--- config.mk ---
export PLATFORM = sky130hd
export DESIGN_NAME = lock_access_arbiter
export DESIGN_NICKNAME = d
export VERILOG_FILES = /design/src/rtl/lock_pkg.sv /design/src/rtl/lock_user_state.sv /design/src/rtl/lock_access_arbiter.sv
export SDC_FILE = /design/constraint.sdc
export NUM_CORES = 1
export LEC_CHECK = 0
export ABC_AREA = 1
export BUFFER_PORTS_ARGS = -buffer_cell sky130_fd_sc_hd__buf_2
export CORE_ASPECT_RATIO = 1.25
export CORE_MARGIN = 3
export CORE_UTILIZATION = 61
export DETAILED_ROUTE_END_ITERATION = 10
export GPL_ROUTABILITY_DRIVEN = 0
export PLACE_DENSITY = 0.85
export SLEW_MARGIN = 10
export SYNTH_ARGS = -nofsm -noshare
export SYNTH_HDL_FRONTEND = slang
export SYNTH_SLANG_ARGS = --single-unit
--- constraint.sdc ---
create_clock -name clk -period 3.5 [get_ports clk]
set_input_delay 0.7 -clock clk [delete_from_list [all_inputs] [get_ports clk]]
set_output_delay 0.7 -clock clk [all_outputs]
set_load 0.02 [all_outputs]
--- src/rtl/lock_pkg.sv ---
// Shared constants for the lock access arbiter: FSM encodings, default parameters
// and the counter-width helper used by the per-user state block.
package lock_pkg;

  localparam int          N_USERS_DEF     = 4;
  localparam int          CODE_W_DEF      = 12;
  localparam int          MAX_FAIL_DEF    = 3;
  localparam int          LOCK_CYCLES_DEF = 16;
  localparam logic [11:0] RST_CODE_DEF    = 12'hA5C;

  localparam int             STATE_W  = 2;
  localparam logic [1:0]     ST_IDLE  = 2'd0;
  localparam logic [1:0]     ST_CHECK = 2'd1;
  localparam logic [1:0]     ST_RESP  = 2'd2;

  function automatic int cnt_w(input int max_val);
    return (max_val < 1) ? 1 : $clog2(max_val + 1);
  endfunction

endpackage

--- src/rtl/lock_user_state.sv ---
// Per-user fail counter, lockout down-counter and alarm/locked flags.
// Build option ALARM_STICKY_EN keeps alarm set past lockout expiry.
module lock_user_state
  import lock_pkg::*;
#(
  parameter int MAX_FAIL    = MAX_FAIL_DEF,
  parameter int LOCK_CYCLES = LOCK_CYCLES_DEF
) (
  input  logic clk,
  input  logic rstn,
  input  logic attempt_valid,
  input  logic match,
  input  logic cfg_hit,
  output logic alarm,
  output logic locked
);

  localparam int FAIL_W = cnt_w(MAX_FAIL);
  localparam int TMR_W  = cnt_w(LOCK_CYCLES);

  logic [FAIL_W-1:0] fail_cnt;
  logic [TMR_W-1:0]  timer;
  logic              lock_expire;
  logic              fail_trip;
  logic              alarm_clr;

  assign lock_expire = locked && (timer == TMR_W'(1));
  assign fail_trip   = attempt_valid && !match && (fail_cnt == FAIL_W'(MAX_FAIL - 1));

`ifdef ALARM_STICKY_EN
  assign alarm_clr = cfg_hit || (attempt_valid && match);
`else
  logic unused_cfg_hit;
  assign unused_cfg_hit = cfg_hit;
  assign alarm_clr      = lock_expire;
`endif

  always_ff @(posedge clk) begin
    if (rstn) begin
      fail_cnt <= '0;
      timer    <= '0;
      locked   <= 1'b0;
      alarm    <= 1'b0;
    end else begin
      if (locked) timer <= timer - 1'b1;
      if (lock_expire) locked <= 1'b0;

      // A tripping failure outranks any same-cycle clear request.
      if (fail_trip) alarm <= 1'b1;
      else if (alarm_clr) alarm <= 1'b0;

      if (attempt_valid) begin
        if (match || fail_trip) fail_cnt <= '0;
        else fail_cnt <= fail_cnt + 1'b1;
      end

      if (fail_trip) begin
        locked <= 1'b1;
        timer  <= TMR_W'(LOCK_CYCLES);
      end
    end
  end

endmodule

--- src/rtl/lock_access_arbiter.sv ---
// Round-robin code-verification controller for the multi-user lock.
// Build option ALARM_STICKY_EN (see lock_user_state) makes alarms sticky.
//
// state    | meaning
// ST_IDLE  | waiting for an eligible (requesting, unlocked) user
// ST_CHECK | compare latched code against stored code, update user state
// ST_RESP  | ack/access visible for the granted user
module lock_access_arbiter
  import lock_pkg::*;
#(
  parameter int                N_USERS     = N_USERS_DEF,
  parameter int                CODE_W      = CODE_W_DEF,
  parameter int                MAX_FAIL    = MAX_FAIL_DEF,
  parameter int                LOCK_CYCLES = LOCK_CYCLES_DEF,
  parameter logic [CODE_W-1:0] RST_CODE    = CODE_W'(RST_CODE_DEF)
) (
  input  logic                         clk,
  input  logic                         rstn,
  input  logic [N_USERS-1:0]           req,
  input  logic [N_USERS*CODE_W-1:0]    code_in,
  input  logic                         cfg_we,
  input  logic [$clog2(N_USERS)-1:0]   cfg_user,
  input  logic [CODE_W-1:0]            cfg_code,
  output logic [N_USERS-1:0]           ack,
  output logic [N_USERS-1:0]           access,
  output logic [N_USERS-1:0]           alarm,
  output logic [N_USERS-1:0]           locked,
  output logic                         busy
);

  localparam int IDX_W = $clog2(N_USERS);

  logic [STATE_W-1:0] state;
  logic [IDX_W-1:0]   ptr;
  logic [IDX_W-1:0]   idx;
  logic [IDX_W-1:0]   grant_idx;
  logic [IDX_W-1:0]   cand;
  logic               grant_vld;
  logic [N_USERS-1:0] eligible;
  logic [N_USERS-1:0] attempt_valid;
  logic [N_USERS-1:0] cfg_hit;
  logic [CODE_W-1:0]  code_lat;
  logic [CODE_W-1:0]  stored [N_USERS];
  logic               match;

  assign eligible = req & ~locked;
  assign busy     = (state != ST_IDLE);
  assign match    = ((code_lat ^ stored[idx]) == '0);

  // Scan from the farthest offset down so the nearest eligible user after ptr wins.
  always_comb begin
    grant_vld = 1'b0;
    grant_idx = ptr;
    cand      = '0;
    for (int off = N_USERS; off >= 1; off--) begin
      cand = IDX_W'((int'(ptr) + off) % N_USERS);
      if (eligible[cand]) begin
        grant_vld = 1'b1;
        grant_idx = cand;
      end
    end
  end

  always_ff @(posedge clk) begin
    if (rstn) begin
      state    <= ST_IDLE;
      ptr      <= IDX_W'(N_USERS - 1);
      idx      <= '0;
      code_lat <= '0;
      ack      <= '0;
      access   <= '0;
      for (int i = 0; i < N_USERS; i++) stored[i] <= RST_CODE;
    end else begin
      ack    <= '0;
      access <= '0;
      if (cfg_we && (int'(cfg_user) < N_USERS)) stored[cfg_user] <= cfg_code;
      case (state)
        ST_IDLE: begin
          if (grant_vld) begin
            idx      <= grant_idx;
            ptr      <= grant_idx;
            code_lat <= code_in[grant_idx*CODE_W +: CODE_W];
            state    <= ST_CHECK;
          end
        end
        ST_CHECK: begin
          ack[idx]    <= 1'b1;
          access[idx] <= match;
          state       <= ST_RESP;
        end
        default: state <= ST_IDLE;
      endcase
    end
  end

  for (genvar i = 0; i < N_USERS; i++) begin : g_user
    assign attempt_valid[i] = (state == ST_CHECK) && (idx == IDX_W'(i));
    assign cfg_hit[i]       = cfg_we && (cfg_user == IDX_W'(i));

    lock_user_state #(
      .MAX_FAIL    (MAX_FAIL),
      .LOCK_CYCLES (LOCK_CYCLES)
    ) u_state (
      .clk           (clk),
      .rstn          (rstn),
      .attempt_valid (attempt_valid[i]),
      .match         (match),
      .cfg_hit       (cfg_hit[i]),
      .alarm         (alarm[i]),
      .locked        (locked[i])
    );
  end

endmodule

---- Word level (Yosys, flattened, before mapping) ----
Memories as Yosys holds them, arrays and structs flattened. A register that Yosys moved wholly into a read port is not among the register bits.
Cells that the tools add are included.
word-level totals
  bits in registers ....................... 58
  bits in writable memories ............... 48
  input bits .............................. 69
  logic and storage cells ................. 152
  memories ................................ 1
memories
  memory  words  width  read ports  clocked after Yosys merged registers in  write ports  line                       RTL
  stored  4      12     1           1                                        4            lock_access_arbiter.sv:43  logic [CODE_W-1:0] stored [N_USERS];
cells by class
  add/sub/neg operators ................... 12
  multipliers ............................. 1
  $lt $le $gt $ge ......................... 6
  equality and inequality tests ........... 13
  shifts and indexed selects .............. 1
  multiplexer cells ....................... 50
  bitwise operators ....................... 5
  reductions and logical operators ........ 41
operators with widths
  operator                                            number
  indexed part select 48 x 7 -> 12 bit                1
  two-way mux 5 bit                                   8
  two-way mux 2 bit                                   12
  two-way mux 1 bit                                   23
  == test 5 x 1 -> 1 bit, second input constant       4
  subtractor 5 x 1 -> 5 bit, second input constant    4
  nonzero test 2 bit                                  9
  logical AND 1 bit                                   17
  < comparator 2 x 3 -> 1 bit, second input constant  5
  adder 2 x 1 -> 2 bit, second input constant         6
  == test 2 bit, second input constant                6
  zero test 12 bit                                    1
  two-way mux 12 bit                                  1
  OR reduction 12 bit                                 1
  XOR 12 bit                                          1
  OR reduction 2 bit                                  5
  AND 4 bit                                           2
  binary-select mux 1 bit (select 2 bit)              4
  adder 2 bit, second input constant                  2
  == test 2 x 1 -> 1 bit, second input constant       2
  zero test 2 bit                                     2
  logical OR 1 bit                                    4
  multiplier 2 x 2 -> 4 bit, second input constant    1
  NOT 4 bit                                           1
  7 further kinds                                     7

---- Longest topological paths before layout ----
Gate-level depths: netlist of the first run.
  word-level depth ........................ 11
  gate-level depth with buffers ........... 17
  depth with buffers taken out ............ 15

---- Modules after synthesis ----
Synthesis of the first run repeated with hierarchy kept, for this count alone.
second synthesis, totals
  cells, all modules ...................... 769
  area total of the unflattened synthesis .. 5740.5 um^2
modules (own cells, without submodules)
  module               times used  cells an instance  area each (um^2)
  lock_access_arbiter  1           553                4098.9
  lock_user_state      4           54                 410.4

---- Least setup slack after synthesis of the first run ----
Ideal clock, no wire load.
  path kind ............................... input to register
  start ................................... in cfg_we
  end ..................................... mem stored[0][0] (netlist name), enable pin
  arrival ................................. 2.006 ns
  data required time ...................... 3.150 ns
  path slack .............................. 1.144 ns
  stages .................................. 8
  buffers on the path ..................... 0
  cells stage by stage .................... inv_1 nor2_1 inv_1 nor2_1 inv_1 nor2_1 inv_1 nand2_1
RTL lines
  element      line                       RTL
  from (decl)  lock_access_arbiter.sv:21  input logic cfg_we,
  to (decl)    lock_access_arbiter.sv:43

==> results.md, run 1 <==
- Met1 Usage GRT: 28.25%
- Cell variety after synth: 32
- Initial DRC Count: 230
- Pins Over Slew Limit: 0
- CTS Buf Count: 9
- Syn Inst Count: 739
- Post-synth EDFFs: 48
- Area grow syn2layout: 10.60%
- DRT Pass-1 Iters: 6
- Setup Fix Bufs, Post-CTS: 0
- Finished Layout Cells: 928
- Critical path type: input port to flop
- R2R Path End: code_lat[1]
- Antenna-violating nets left: 0
- Clk pin slew, worst setup/hold paths: 0.10 ns
- CTS tree: yes
- Critical path arrival: 2.59 ns
- Final setup TNS: 0 ns
- Busiest layer in global routing: met2
- Row count: 38
- Starting Density: 63.85%
- Leakage Power: 2.987 nW
- Async SR Flop Fraction: 0%
- Total global routing overflow: 0
- First-pass GRT wire length: 20330 um
- Synth Cell Area: 5677 sq um
- Hold Crit Depth: 2
- Outcome: complete, no violations
- Hold Fails Final Rpt: 0
- Worst path slowest cell: nand2_1
- Number of port buffers: 85
- RSZ-0062 raised after global routing: no
- Highest Clock Rate: 391.8 MHz
- Syn_area_per_cell: 7.682 sq um
- CTS H-tree depth: 3
- Final min period: 2.553 ns
- DIE AREA: 10510 sq um
- Ports: 86
- Fin area: 6279 sq um
- Via count: 4825
- Worst Hold Endpoint: g_user[3].u_state.fail_cnt[1]
- Clock sink count: 108
- Initial antenna violation count: 0
- CP endpoint kind: flop
- Worst skew pair latency: 0.38 ns
- HP Class: flop to flop
- Hold path start: g_user[3].u_state.fail_cnt[1]
- Placed cell area: 6048 sq um
- Worst Reg-to-Reg Cells: 13
- Worst-margin pin slew: 0.5483 ns
- DIE WIDTH: 92.29 um
- Max-Cap Viols: 0
- Ant diodes: 0
- R2R Path Start: ptr[0]
- Worst path top cell family by delay: simple AND/OR/NAND/NOR gates
- DIE HEIGHT: 113.9 um
- Clk_skew: 0.004991 ns
- CORE AREA: 8891 sq um
- Worst R2R Setup Slack: 0.95 ns
- Post-CTS sizing: 0
- Max incr delay on CP: 0.39 ns
- Critical Path RT: 3.54 ns
- Met2 GRT Util: 43.86%
- Register area share after synthesis: 46.55%
- CP Buf/Inv Count: 4
- Met3 Use GR: 4.024%
- DRC: 0
- All-layer global routing usage: 23.96%
- Ys flop type: dfxtp_1
- Max clock buf depth: 2
- Relative slew slack: 63.41%
- Worst Setup Start Kind: input port
- Vias/cell: 5.199
- Synthesized Nets: 820
- Max rail drop VDD: 0.0003641 V
- Critical Path Fanout Max: 13
- Largest net degree at the start of global routing: 40
- Final wirelength: 12060 um
- Hold Buf Count CTS: 0
- Share of cells above drive strength 1: 16.34%
- Vias in the first global route: 4625
- Nets: 884
- WL per Instance: 12.99 um
- Power per cell area: 700.9 nW/um^2
- Synth warn: 0
- DP Wirelength: 9087 um
- # setup viols final: 0
- #FFs+latches synth: 108
- Crit path cell chain: buf_2 > nor2_1 > inv_1 > nor2_1 > inv_1 > nor2_1 > inv_1 > nand2_1
- Fillers: 737
- Placed insts: 912
- Root Buffer: clkbuf_8
- Tcrit/Tclk final: 72.93%
## layout make-up
class	instances	area (sq um)	share of cell area [%]
clock inverter	4	31.28	0.4982
sequential	108	2643	42.09
inverter	128	483.0	7.692
clock buffer	12	198.9	3.169
timing repair buffer	89	455.4	7.254
tap	120	150.1	2.391
multi-input combinational	467	2317	36.91
## how the worst max path moves through the flow
| stage | startpoint | endpoint | slack, ns | cells past startpoint |
|---|---|---|---|---|
| after global placement | rstn | stored[1][11] | 0.71 | 8 |
| after floorplan | cfg_we | stored[0][0] | 1.14 | 8 |
| after global routing | cfg_we | stored[1][3] | 0.66 | 9 |
| after detailed placement | rstn | stored[0][3] | 0.56 | 8 |
| after CTS | rstn | stored[0][3] | 0.96 | 8 |
| final | rstn | stored[0][9] | 0.95 | 8 |
## placed cells by master (no fill, tap or decap)
cell type	netlist	final
a21oi_1	21	21
a21oi_2	1	1
buf_2	13	85
buf_4	10	4
clkbuf_16	0	3
clkbuf_8	0	9
clkinv_1	1	1
clkinv_2	0	1
dfxtp_1	60	60
edfxtp_1	48	48
ha_1	12	12
inv_1	123	123
inv_2	3	3
inv_4	1	2
inv_6	0	1
inv_8	0	1
nand2_1	172	172
nand2_2	4	4
nand2_4	2	2
nand3_1	110	110
nand3_2	5	5
nand3_4	1	1
nand4_1	3	3
nor2_1	78	78
nor2_2	3	3
nor3_1	11	11
nor3_2	4	4
o211ai_1	2	2
o21ai_0	9	9
o21ai_2	1	1
o31ai_1	2	2
or2_2	1	1
xnor2_1	3	3
xnor2_2	1	1
xor2_1	21	21
## per-stage QoR
step / setup WS, ns / util, % / total power [mW] / hold WS, ns
floorplan: 1.144 / - / 3.295 / 0.4491
global placement: 0.7108 / 68.03 / 3.503 / 0.4558
detailed placement: 0.5567 / 68.03 / 3.578 / 0.4667
CTS: 0.9620 / 70.62 / 4.404 / 0.4835
global route: 0.6647 / 70.62 / 4.732 / 0.5029
finish: 0.9474 / 70.62 / 4.401 / 0.4833
## cell usage after synthesis (all sizes together), types with 3 or more instances
cell	number	area, sq um
nand2	178	693.2
inv	127	479.2
nand3	116	618.1
nor2	81	311.5
dfxtp	60	1201
edfxtp	48	1441
buf	29	207.7
a21oi	22	113.9
xor2	21	183.9
nor3	15	95.09
ha	12	150.1
o21ai	10	53.80
clkbuf	7	26.28
xnor2	4	42.55
nand4	3	18.77
## sequential cells by signal (all words and copies together), names as in the netlist, named ones only
name                     flops
g_user.u_state.fail_cnt      8
code_lat                    12
access                       4
ack                          4
state                        2
g_user.u_state.alarm         2
g_user.u_state.timer        20
ptr                          2
idx                          2
g_user.u_state.locked        2
stored                      48
## cells by family (layout without fill, tap and decap cells)
logic type | Yosys count | in the layout | share of synthesized area (%)
simple gates | 394 | 394 | 30.70
buf+inv | 164 | 233 | 12.63
flops | 108 | 108 | 46.55
compound gates | 36 | 36 | 3.482
xor+xnor | 25 | 25 | 3.990
fa+ha+maj | 12 | 12 | 2.645
## report_power, final
part           switching (mW)  total, mW  leakage, nW  internal [mW]
Sequential              0.125       1.60        0.960           1.47
Clock                   0.434      0.830        0.121          0.396
Combinational            1.33       1.98         1.91          0.642
## routing by layer
metal / part of all wire [%] / wire length (um)
met4: 2.0 / 238
met3: 5.2 / 622
met2: 52 / 6318
met5: 0 / 0
met1: 40 / 4876
## worst register-to-register path, stage by stage (launching register included)
cell and delay (ns):
dfxtp_1 0.60, inv_2 0.15, nand3_1 0.10, nand2_1 0.09, nand2_1 0.11, nand2_1 0.06
nand2_1 0.09, nand3_2 0.43, nand2_4 0.44, nand2_1 0.09, nand3_1 0.07, nand3_1 0.12
nand2_1 0.08, inv_1 0.04
No activity file was read; power rests on OpenSTA's default activity.
==> inputs of run 2 (changes only) <==
Settings changed: CORE_UTILIZATION 61 to 57, PLACE_DENSITY 0.85 to 0.8.
Clock period 3.5 ns to 2.45 ns, I/O delays scaled along.
==> results.md, run 2 (synthesis results as in run 1) <==
- Clock network power share: 22.4% (+3.5 points)
- Root Buffer: clkbuf_16
- Total global routing overflow: 0 (unchanged)
- Hold slack: 0.4447 ns (-0.03859 ns)
- Commonest non-fill, non-tap cell in the layout: nand2_1
- All-layer global routing usage: 21.88% (-2.1 points)
- Largest regs: stored: 48 flops, g_user.u_state.timer: 20 flops, code_lat: 12 flops
- Initial antenna violation count: 0 (unchanged)
- Worst R2R Setup Slack: 0.27 ns (-0.67 ns)
- CTS tree: yes
- Largest net degree at the start of global routing: 39 (-2.5%)
- Final wirelength: 12040 um (-0.17%)
- R2R Path Start: ptr[0]
- Area grow syn2layout: 13.42%
- CORE AREA: 9659 sq um (+8.6%)
- Row count: 40 (+5.3%)
- Highest Clock Rate: 459.7 MHz
- # setup viols final: 0 (unchanged)
- First-pass GRT wire length: 19480 um (-4.2%)
- PnR worst setup slack: 0.2745 ns (-0.6729 ns)
- Outcome: complete, no violations
- DP Wirelength: 8769 um (-3.5%)
- Clock sink count: 108 (unchanged)
- Via count: 4828 (+0.062%)
- HP Class: input port to flop
- Critical Path RT: 2.71 ns (-0.83 ns)
- Critical path type: flop to flop
- RSZ-0062 raised after global routing: no
- Most flops, register: stored
- Met1 Usage GRT: 26.28% (-2.0 points)
- DIE WIDTH: 95.26 um (+3.2%)
- Critical Path Fanout Max: 26 (+13)
- DRC: 0 (unchanged)
- Clk_skew: 0.009067 ns (+0.004076 ns)
- Leakage Power: 3.062 nW (+2.5%)
- Combinational Power Share: 43.5% (-1.4 points)
- Vias in the first global route: 4519 (-2.3%)
- Critical Path End: code_lat[7]
- Ports: 86 (unchanged)
- Register share of total power: 34.1% (-2.2 points)
- Worst-margin pin slew: 0.5478 ns (-0.0004965 ns)
- Starting Density: 58.77% (-5.1 points)
- Initial DRC Count: 253 (+10%)
- Antenna-violating nets left: 0 (unchanged)
- Clk pin slew, worst setup/hold paths: 0.08 ns (-0.02 ns)
- Ant diodes: 0 (unchanged)
- Switch share: 41.51% (-1.5 points)
- DIE AREA: 11200 sq um (+6.6%)
- NetSw: 2.756 mW (+46%)
- Max rail drop VDD: 0.0006180 V (+70%)
- Worst Setup Start Kind: flop
- Final min period: 2.175 ns
- Worst Reg-to-Reg Cells: 15 (+2)
- Fillers: 803 (+9.0%)
- Met2 GRT Util: 37.71% (-6.1 points)
- Hold Buf Count CTS: 0 (unchanged)
- Met3 Use GR: 5.051% (+1.0 points)
- R2R Path End: code_lat[7]
- Nets: 894 (+1.1%)
- Max clock buf depth: 2 (unchanged)
- Post-CTS sizing: 0 (unchanged)
- Setup Fix Bufs, Post-CTS: 0 (unchanged)
- Pins Over Slew Limit: 0 (unchanged)
- CTS Buf Count: 9 (unchanged)
- CTS H-tree depth: 3 (unchanged)
- WL per Instance: 12.75 um (-1.9%)
- Power per cell area: 1031 nW/um^2 (+47%)
- Internal: 3.882 mW (+55%)
- Worst skew pair latency: 0.35 ns (-0.03 ns)
- Max reg flops: 48 (unchanged)
- Most frequent cells in the layout: nand2_1, inv_1, nand3_1, buf_2, nor2_1
- Crit. Startpoint: ptr[0]
- Vias/cell: 5.114 (-1.6%)
- Relative slew slack: 63.39% (about the same)
- Setup WS pre-CTS: 0.2941 ns (-0.2626 ns)
- CP endpoint kind: flop
- Hold Fails Final Rpt: 0 (unchanged)
- Number of port buffers: 85 (unchanged)
- DIE HEIGHT: 117.6 um (+3.3%)
- Share of cells above drive strength 1: 17.36% (+1.0 points)
- Tcrit/Tclk final: 88.80%
- Critical path arrival: 2.43 ns (-0.16 ns)
- DRT Pass-1 Iters: 4 (-2)
- Busiest layer in global routing: met2
- Max-Cap Viols: 0 (unchanged)
- Final setup TNS: 0 ns (unchanged)
[run 2: changes by cell type in the layout (fill, tap and decap cells not counted)]
cell,before,now
clkinvlp_4,0,2
clkbuf_16,3,9
inv_6,1,2
bufinv_16,0,1
clkinv_2,1,0
clkinv_4,0,1
inv_4,2,1
clkbuf_8,9,0
buf_4,4,14
[run 2: how the worst min path moves through the flow]
stage / start / to / slack (ns) / cells after the start
finish: cfg_code[2] / stored[3][2] / 0.44 / 3
global route: cfg_code[3] / stored[3][3] / 0.46 / 3
CTS: cfg_code[3] / stored[3][3] / 0.44 / 3
detailed placement: g_user[0].u_state.fail_cnt[1] / g_user[0].u_state.fail_cnt[1] / 0.47 / 2
global placement: g_user[2].u_state.fail_cnt[1] / g_user[2].u_state.fail_cnt[1] / 0.46 / 2
floorplan: g_user[0].u_state.fail_cnt[1] / g_user[0].u_state.fail_cnt[1] / 0.45 / 2
[run 2: through the flow]
stage | utilization, % | instances | power (mW) | cell area [sq um]
floorplan | - | 739 | 4.707 | 5677
global placement | 63.47 | 928 | 5.085 | 6131
detailed placement | 63.47 | 928 | 5.160 | 6131
CTS | 66.66 | 944 | 6.636 | 6439
global route | 66.66 | 944 | 7.155 | 6439
finish | 66.66 | 944 | 6.638 | 6439
[run 2: critical path, stage by stage (launching register included)]
cell and delay [ns]:
dfxtp_1 0.59, inv_2 0.14, nand3_1 0.10, nand2_1 0.07, nand2_1 0.08, nand2_1 0.05, inv_1 0.04, nand2_1 0.06
nand2_1 0.10, nand2_4 0.18, nand2_4 0.28, nand2_1 0.09, nand3_1 0.10, nand3_1 0.09, nand2_1 0.07, inv_1 0.04
[run 2: power by group through the flow]
stage / clock network, mW / logic (mW) / registers [mW]
after global placement: 0 / 2.80 / 2.29
after floorplan: 0 / 2.47 / 2.24
after global routing: 1.58 / 3.29 / 2.29
after detailed placement: 0 / 2.86 / 2.30
after CTS: 1.50 / 2.88 / 2.26
final: 1.49 / 2.89 / 2.26
[run 2: layout make-up]
class                           count  area [sq um]  area share (%)
Clock inverter                      7         82.58           1.283
Clock buffer                        9         225.2           3.498
Timing Repair Buffer               99         530.5           8.239
Tap cell                          126         157.7           2.448
Multi-Input combinational cell    467          2317           35.99
Inverter                          128         483.0           7.501
Sequential cell                   108          2643           41.04
[run 2: metal layers]
layer | routed length (um) | vias up
met4 | 243 | 0
met1 | 4823 | 2196
met5 | 0 | -
met3 | 778 | 26
met2 | 6190 | 157
li1 | - | 2449
==> inputs of run 3 (changes only) <==
Settings changed: CORE_UTILIZATION 57 to 61, PLACE_DENSITY 0.8 to 0.85.
Clock period 2.45 ns to 2.7 ns, I/O delays scaled along.
==> results.md, run 3 (synthesis results as in run 1) <==
- Pins Over Slew Limit: 0 (unchanged)
- CTS H-tree depth: 3 (unchanged)
- Crit path depth: 13 (-2)
- Critical path arrival: 2.52 ns (+0.09 ns)
- Relative slew slack: 61.78% (-1.6 points)
- Setup Fix Bufs, Post-CTS: 0 (unchanged)
- Initial antenna violation count: 0 (unchanged)
- Worst R2R Setup Slack: 0.47 ns (+0.19 ns)
- # setup viols final: 0 (unchanged)
- Worst Reg-to-Reg Cells: 13 (-2)
- Commonest non-fill, non-tap cell in the layout: nand2_1
- Vias in the first global route: 4742 (+4.9%)
- DIE WIDTH: 92.29 um (-3.1%)
- CORE AREA: 8891 sq um (-8.0%)
- WL per Instance: 13.07 um (+2.5%)
- Number of port buffers: 85 (unchanged)
- Max reg flops: 48 (unchanged)
- Clk_skew: 0.01561 ns (+0.006541 ns)
- Starting Density: 63.85% (+5.1 points)
- Critical Path RT: 2.99 ns (+0.28 ns)
- Largest net degree at the start of global routing: 40 (+2.6%)
- DRT Pass-1 Iters: 5 (+1)
- Highest Clock Rate: 448.3 MHz (-2.5%)
- Most flops, register: stored
- Nets: 891 (-0.34%)
- Crit path cell chain: inv_2 > nand3_1 > nand2_1 > nand2_1 > nand2_1 > inv_2 > nand3_1 > nand2_1 > inv_1 > nand3_1 > nand3_1 > nand2_1 > inv_1
- Final setup TNS: 0 ns (unchanged)
- Outcome: complete, no violations
- CTS Buf Count: 9 (unchanged)
- Power per cell area: 909.7 nW/um^2 (-12%)
- Most frequent cells in the layout: nand2_1, inv_1, nand3_1, buf_2, nor2_1
- Clk pin slew, worst setup/hold paths: 0.10 ns (+0.02 ns)
- DIE HEIGHT: 113.9 um (-3.2%)
- Via count: 4817 (-0.23%)
- Ant diodes: 0 (unchanged)
- Largest regs: stored: 48 flops, g_user.u_state.timer: 20 flops, code_lat: 12 flops
- Critical path type: flop to flop
- Final Util: 71.15% (+4.5 points)
- Max clock buf depth: 2 (unchanged)
- Fin area: 6326 sq um (-1.7%)
- Max incr delay on CP: 0.58 ns (about the same)
- Max rail drop VDD: 0.0004572 V (-26%)
- Leakage Power: 3.018 nW (-1.4%)
- Area grow syn2layout: 11.44%
- First-pass GRT wire length: 20550 um (+5.5%)
- Worst path top cell family by delay: simple AND/OR/NAND/NOR gates
- Worst Setup Start Kind: flop
- CP most frequent cell: nand2_1
- Tcrit/Tclk final: 82.62% (-6.2 points)
- Vias/cell: 5.152 (+0.73%)
- Placed insts: 919 (-0.97%)
- Final min period: 2.231 ns (+0.05533 ns)
- Worst skew pair latency: 0.38 ns (+0.03 ns)
- Critical Path Fanout Max: 13 (-50%)
- Worst path slowest cell: dfxtp_1
- Max-Cap Viols: 0 (unchanged)
- Finished Layout Cells: 935 (-0.95%)
- CTS tree: yes
- DRC: 0 (unchanged)
- Clock sink count: 108 (unchanged)
- HP Class: input port to flop
- Critical Path End: code_lat[5]
- DIE AREA: 10510 sq um (-6.2%)
- Initial DRC Count: 250 (-1.2%)
- Hold Fails Final Rpt: 0 (unchanged)
- Ports: 86 (unchanged)
- PnR worst setup slack: 0.4692 ns (+0.1947 ns)
- Total global routing overflow: 0 (unchanged)
- Share of cells above drive strength 1: 17.06% (-0.30 points)
- Placed cell area: 6101 sq um (-0.49%)
- DP Wirelength: 8972 um (+2.3%)
- Setup WS pre-CTS: 0.4380 ns (+0.1439 ns)
- RSZ-0062 raised after global routing: no
- Final wirelength: 12220 um (+1.5%)
- Root Buffer: clkbuf_8
- Antenna-violating nets left: 0 (unchanged)
- R2R Path Start: ptr[0]
- Hold Buf Count CTS: 0 (unchanged)
- CP Buf/Inv Count: 4 (+1)
- Crit. Startpoint: ptr[0]
- All-layer global routing usage: 24.34% (+2.5 points)
- Worst-margin pin slew: 0.5720 ns (+0.02419 ns)
- CP endpoint kind: flop
- Post-CTS sizing: 0 (unchanged)
- Row count: 38 (-5.0%)
- R2R Path End: code_lat[5]
## run 3: cell types whose count changed in the layout (fill, tap and decap cells not counted), sizes merged
cell and change:
buf -3, clkinvlp -2, clkbuf +1, inv +1
## run 3: through the flow
stage	hold slack, ns	total power [mW]
floorplan	0.4491	4.271
global placement	0.4557	4.607
detailed placement	0.4658	4.685
CTS	0.4450	5.755
global route	0.4537	6.223
finish	0.4604	5.755
## run 3: layout make-up
class	count	area [sq um]
flip-flops and latches	108	2643
fillers	715	2565
multi-input cells	467	2317
repair buffers	96	508.0
inverters	128	483.0
well taps	120	150.1
clock buffers	10	148.9
clock inverters	6	76.32
## run 3: worst min-delay path: cells and delay by family
kind,cells,cell delay (ns)
buffers and inverters,2,0.13
AND/OR/NAND/NOR,1,0.07
## run 3: worst min-delay path by stage
stage / cells after the start / slack (ns) / endpoint / startpoint
6_report: 3 / 0.46 / stored[1][3] / cfg_code[3]
3_3_place_gp: 2 / 0.46 / g_user[0].u_state.fail_cnt[1] / g_user[0].u_state.fail_cnt[1]
3_5_place_dp: 2 / 0.47 / g_user[3].u_state.fail_cnt[1] / g_user[3].u_state.fail_cnt[1]
2_1_floorplan: 2 / 0.45 / g_user[0].u_state.fail_cnt[1] / g_user[0].u_state.fail_cnt[1]
4_1_cts: 3 / 0.45 / stored[1][2] / cfg_code[2]
5_1_grt: 3 / 0.45 / stored[3][2] / cfg_code[2]
## run 3: where the power goes
part,internal (mW),switching [mW],total [mW]
Sequential,1.91,0.147,2.05
Clock,0.501,0.577,1.08
Combinational,0.855,1.77,2.62
## run 3: routing by layer
layer / global-route usage (%) / up-vias / share of wire (%)
li1: - / 2444 / -
met1: 28.06 / 2176 / 40
met2: 44.10 / 168 / 51
met3: 5.079 / 29 / 6.0
met4: 9.514 / 0 / 2.3
met5: 0 / - / 0
